==> src/rtl/vga_timing_ctrl.sv <==
// rtl/vga_timing_ctrl.sv - VGA display timing: pixel divider, scan counters, registered sync/position snapshot
module vga_timing_ctrl #(
  parameter int PIX_DIV  = 2,
  parameter int H_ACTIVE = 640,
  parameter int H_FP     = 16,
  parameter int H_SYNC   = 96,
  parameter int H_BP     = 48,
  parameter int V_ACTIVE = 480,
  parameter int V_FP     = 10,
  parameter int V_SYNC   = 2,
  parameter int V_BP     = 33,
  parameter int SYNC_POL = 0
) (
  input  logic       clk,
  input  logic       rst_n,
  input  logic       en,
  output logic       pixel_tick,
  output logic       hsync,
  output logic       vsync,
  output logic       video_on,
  output logic [9:0] pixel_x,
  output logic [9:0] pixel_y,
  output logic       line_end,
  output logic       frame_start
);

  localparam int         DW       = (PIX_DIV > 1) ? $clog2(PIX_DIV) : 1;
  localparam logic [DW-1:0] DIV_LAST = DW'(PIX_DIV - 1);
  localparam logic [9:0] H_LAST   = 10'(H_ACTIVE + H_FP + H_SYNC + H_BP - 1);
  localparam logic [9:0] V_LAST   = 10'(V_ACTIVE + V_FP + V_SYNC + V_BP - 1);
  localparam logic [9:0] H_VIS    = 10'(H_ACTIVE);
  localparam logic [9:0] V_VIS    = 10'(V_ACTIVE);
  localparam logic [9:0] HS_START = 10'(H_ACTIVE + H_FP);
  localparam logic [9:0] HS_END   = 10'(H_ACTIVE + H_FP + H_SYNC);
  localparam logic [9:0] VS_START = 10'(V_ACTIVE + V_FP);
  localparam logic [9:0] VS_END   = 10'(V_ACTIVE + V_FP + V_SYNC);
  localparam logic       SP       = (SYNC_POL != 0);

  logic [DW-1:0] div;
  logic [9:0]    h_cnt;
  logic [9:0]    v_cnt;
  logic          tick_int;
  logic          h_end;
  logic          v_end;
  logic          hs_act;
  logic          vs_act;

  // >= rather than == so an out-of-range counter still wraps on the next tick
  always_comb begin
    tick_int = en && (div == DIV_LAST);
    h_end    = (h_cnt >= H_LAST);
    v_end    = (v_cnt >= V_LAST);
    hs_act   = (h_cnt >= HS_START) && (h_cnt < HS_END);
    vs_act   = (v_cnt >= VS_START) && (v_cnt < VS_END);
  end

  always_ff @(posedge clk or negedge rst_n) begin
    if (!rst_n) begin
      div         <= '0;
      h_cnt       <= '0;
      v_cnt       <= '0;
      pixel_tick  <= 1'b0;
      line_end    <= 1'b0;
      frame_start <= 1'b0;
      video_on    <= 1'b0;
      pixel_x     <= '0;
      pixel_y     <= '0;
      hsync       <= ~SP;
      vsync       <= ~SP;
    end else begin
      pixel_tick  <= tick_int;
      line_end    <= 1'b0;
      frame_start <= 1'b0;
      if (en) begin
        div <= tick_int ? '0 : div + DW'(1);
      end
      if (tick_int) begin
        h_cnt <= h_end ? 10'd0 : h_cnt + 10'd1;
        if (h_end) begin
          v_cnt <= v_end ? 10'd0 : v_cnt + 10'd1;
        end
        // Snapshot of the pre-increment counters, so every output of one pixel lands together
        pixel_x     <= h_cnt;
        pixel_y     <= v_cnt;
        video_on    <= (h_cnt < H_VIS) && (v_cnt < V_VIS);
        hsync       <= hs_act ? SP : ~SP;
        vsync       <= vs_act ? SP : ~SP;
        line_end    <= (h_cnt == H_LAST);
        frame_start <= (h_cnt == 10'd0) && (v_cnt == 10'd0);
      end
    end
  end

endmodule

==> config.mk <==
export PLATFORM = sky130hd
export DESIGN_NAME = vga_timing_ctrl
export DESIGN_NICKNAME = d
export VERILOG_FILES = /design/src/rtl/vga_timing_ctrl.sv
export SDC_FILE = /design/constraint.sdc
export NUM_CORES = 1
export LEC_CHECK = 0
export ABC_AREA = 1
export CAP_MARGIN = 20
export CORE_MARGIN = 2
export CORE_UTILIZATION = 45
export DETAILED_ROUTE_END_ITERATION = 16
export HOLD_SLACK_MARGIN = 0.06
export MAX_ROUTING_LAYER = met4
export PLACE_DENSITY = 0.65
export SYNTH_ARGS = -nofsm -noshare
export SYNTH_HDL_FRONTEND = slang
export SYNTH_SLANG_ARGS = --single-unit
export TNS_END_PERCENT = 20
==> constraint.sdc <==
create_clock -name clk -period 1.7 [get_ports clk]
set_input_delay 0.255 -clock clk [delete_from_list [all_inputs] [get_ports clk]]
set_output_delay 0.255 -clock clk [all_outputs]
set_load 0.02 [all_outputs]
==> results.sh <==
export IMPL_worst_hold_path_type="in2async"
export IMPL_syn_area_per_cell_um2=8.02
export IMPL_yosys_top_cells_area="dfrtp_1, nand2_1, nor2_1"
export IMPL_rows=25
export IMPL_antenna_found_initial=0
export IMPL_cts_tree="built"
export IMPL_drt_iter0_drc=125
export IMPL_port_buffers=28
export IMPL_cellPowerDensity_nw_per_um2=1370
export IMPL_n_fill_cell=419
export IMPL_cts_path_max_buffers=2
export IMPL_drv_cap=0
export IMPL_worst_ep_required_time_ns=1.90
export IMPL_synth_top_flop_cell="dfrtp_1"
export IMPL_yosysSeqAreaShare=0.528
export IMPL_fin_setup_tns_ns=0
export IMPL_yosys_cell_count_top_type="nand2_1"
export IMPL_synthCells=278
export IMPL_yosys_top_cells_count="nand2_1, dfrtp_1, nor2_1"
export IMPL_post_cts_buffers=0
export IMPL_status="finished, final reports clean"
export IMPL_crit_path_end_kind="register"
export IMPL_cpLargestDelayFamily="simple AND/OR/NAND/NOR gates"
export IMPL_syn_area_um2=2230
export IMPL_cpMaxStageDelayCell="dfrtp_1"
export IMPL_die_area_um2=5540
export IMPL_cts_buffers=5
export IMPL_syn_nets=285
export IMPL_grt_pass1_vias=1687
export IMPL_crit_buf_inv=2
export IMPL_syn2layout_area_growth_pct=23.6
export IMPL_drive_gt1_frac=0.0889
export IMPL_numClockSinks=47
export IMPL_place_gp_congestion=0.903
export IMPL_max_slew_margin=0.679
export IMPL_critPathLaunchType="register"
export IMPL_max_stage_delay_ns=0.42
export IMPL_hold_viol_final=0
export IMPL_synth_seq_cells=47
export IMPL_p_leak_nw=1.32
export IMPL_overflow=0
export IMPL_start_util=0.469
export IMPL_rsz0062_at_grt="no"
export IMPL_yosys_warnings=0
export IMPL_routedWlPerCell_um=12.8
export IMPL_synth_area_leader_cell="dfrtp_1"
export IMPL_cp_max_fo=11
export IMPL_setup_violations=0
export IMPL_fin_skew_ns=0.00863
export IMPL_synth_cell_types=26
export IMPL_synth_edff_count=0
export IMPL_firstDrtPassIters=4
export IMPL_crit_chain="ha_1, nand3_1, inv_2, nand2_1, nand2_2, nand2_4, clkinv_2, nand3_1, nand2_1"
export IMPL_hpwl_um=3660
export IMPL_cp_data_arrival_time_ns=1.77
export IMPL_htreeDepth=2
export IMPL_peakVddDrop_mv=0.602
export IMPL_criticalPathCategory="reg2reg"
export IMPL_io_pins=29
export IMPL_antenna_left=0
export IMPL_insertion_delay_ns=0.30
export IMPL_diodes=0
export IMPL_post_route_period_util=0.922
export IMPL_clk_pin_slew_ns=0.09
export IMPL_final_max_slew_viol_count=0
export IMPL_wl_um=4890
export IMPL_vias=1842
export IMPL_final_core_util=0.580
export IMPL_grt_pass1_wl_um=8290
export IMPL_root_buffer="clkbuf_8"
export IMPL_nNetsFinal=321
export IMPL_post_route_min_period_ns=1.57
export IMPL_postSynth_asyncResetShare=1.00
export IMPL_synth_top_area_frac=0.505
export IMPL_die_h_um=74.4
export IMPL_grt_max_degree=24
export IMPL_die_w_um=74.4
export IMPL_worstMarginPinSlew_ns=0.482
export IMPL_max_freq_ghz=0.638
export IMPL_viasPerCell=4.82
export IMPL_drc=0
export IMPL_core_area_um2=4750
export IMPL_grt_util_all_layers=0.201
## per-stage QoR
stage	setup slack [ns]	cell area, µm²	cells	hold slack (ns)	power [mW]
after global placement	0.127	2610	373	0.238	2.80
after CTS	0.00179	2750	382	0.448	3.80
after detailed placement	0.0930	2610	373	0.232	2.82
after floorplan	0.298	2230	278	-0.0406	2.29
final	0.133	2760	382	0.438	3.77
after global routing	0.0155	2760	382	0.497	4.00
## worst reg2reg max path, delay by kind of cell, from the launching register on
kind | cells | cell delay (ns)
DFF | 1 | 0.42
buffers and inverters | 2 | 0.25
adders and majority gates | 1 | 0.21
and+or+nand+nor | 6 | 0.59
## per-layer routing
layer / track usage / up-vias / share of wire / wire length, µm
li1: - / 937 / - / -
met1: 0.302 / 849 / 0.50 / 2420
met2: 0.283 / 52 / 0.44 / 2170
met3: 0.0244 / 4 / 0.048 / 233
met4: 0.0635 / 0 / 0.012 / 59
met5: - / - / 0 / 0
## worst paths after layout
kind | from | to | slack [ns] | cells after the start
worst max-delay path | h_cnt[1] | v_cnt[8] | 0.13 | 9
worst min register to register | pixel_y[4] | pixel_y[4] | 0.49 | 2
min in group clk | pixel_y[4] | pixel_y[4] | 0.49 | 2
worst max register to register | h_cnt[1] | v_cnt[8] | 0.13 | 9
worst min-delay path | rst_n | v_cnt[2] | 0.44 | 2
max in group asynchronous | rst_n | hsync | 0.61 | 3
## final cells by class
type | count | area, µm² | area share
repair buffers | 38 | 358 | 0.130
flip-flops and latches | 47 | 1180 | 0.428
clock buffers | 5 | 68.8 | 0.0250
clock inverters | 3 | 67.6 | 0.0245
multi-input cells | 195 | 897 | 0.325
inverters | 27 | 103 | 0.0372
well taps | 67 | 83.8 | 0.0304
## what timing repair did
item,4_1_cts,5_1_grt
hold endpoints to repair,18,0
endpoints found under the setup margin,0,2
hold buffers,1,0
resized for setup,0,2
## cell families (layout without fill, tap and decap cells)
family | count (synthesis) | in the layout | share of synthesized area
XOR/XNOR | 6 | 6 | 0.0236
adder cells (fa/ha/maj) | 4 | 4 | 0.0224
AO/OA/AOI/OAI | 31 | 31 | 0.0740
buffers and inverters | 36 | 73 | 0.0695
AND/OR/NAND/NOR | 154 | 154 | 0.282
flip-flops | 47 | 47 | 0.528
## registers in the layout, indices dropped and copies added, names as in the netlist
name,count
frame_start,1
v_cnt,10
pixel_y,10
pixel_x,10
video_on,1
vsync,1
div,1
h_cnt,10
line_end,1
hsync,1
pixel_tick,1
## where the power goes
group,switching (mW),internal [mW]
logic,0.706,0.491
registers,0.208,1.39
clock network,0.387,0.586
## cell usage in the layout (no fill, tap or decap), drive strengths merged, types with 6 or more instances in the layout
| cell type | count |
|---|---|
| dfrtp | 45 |
| nand3 | 13 |
| inv | 26 |
| clkdlybuf4s50 | 25 |
| a21oi | 6 |
| nor2 | 42 |
| buf | 10 |
| xor2 | 6 |
| nand2 | 90 |
| o21ai | 23 |
Power figures use the tool's default switching activity.
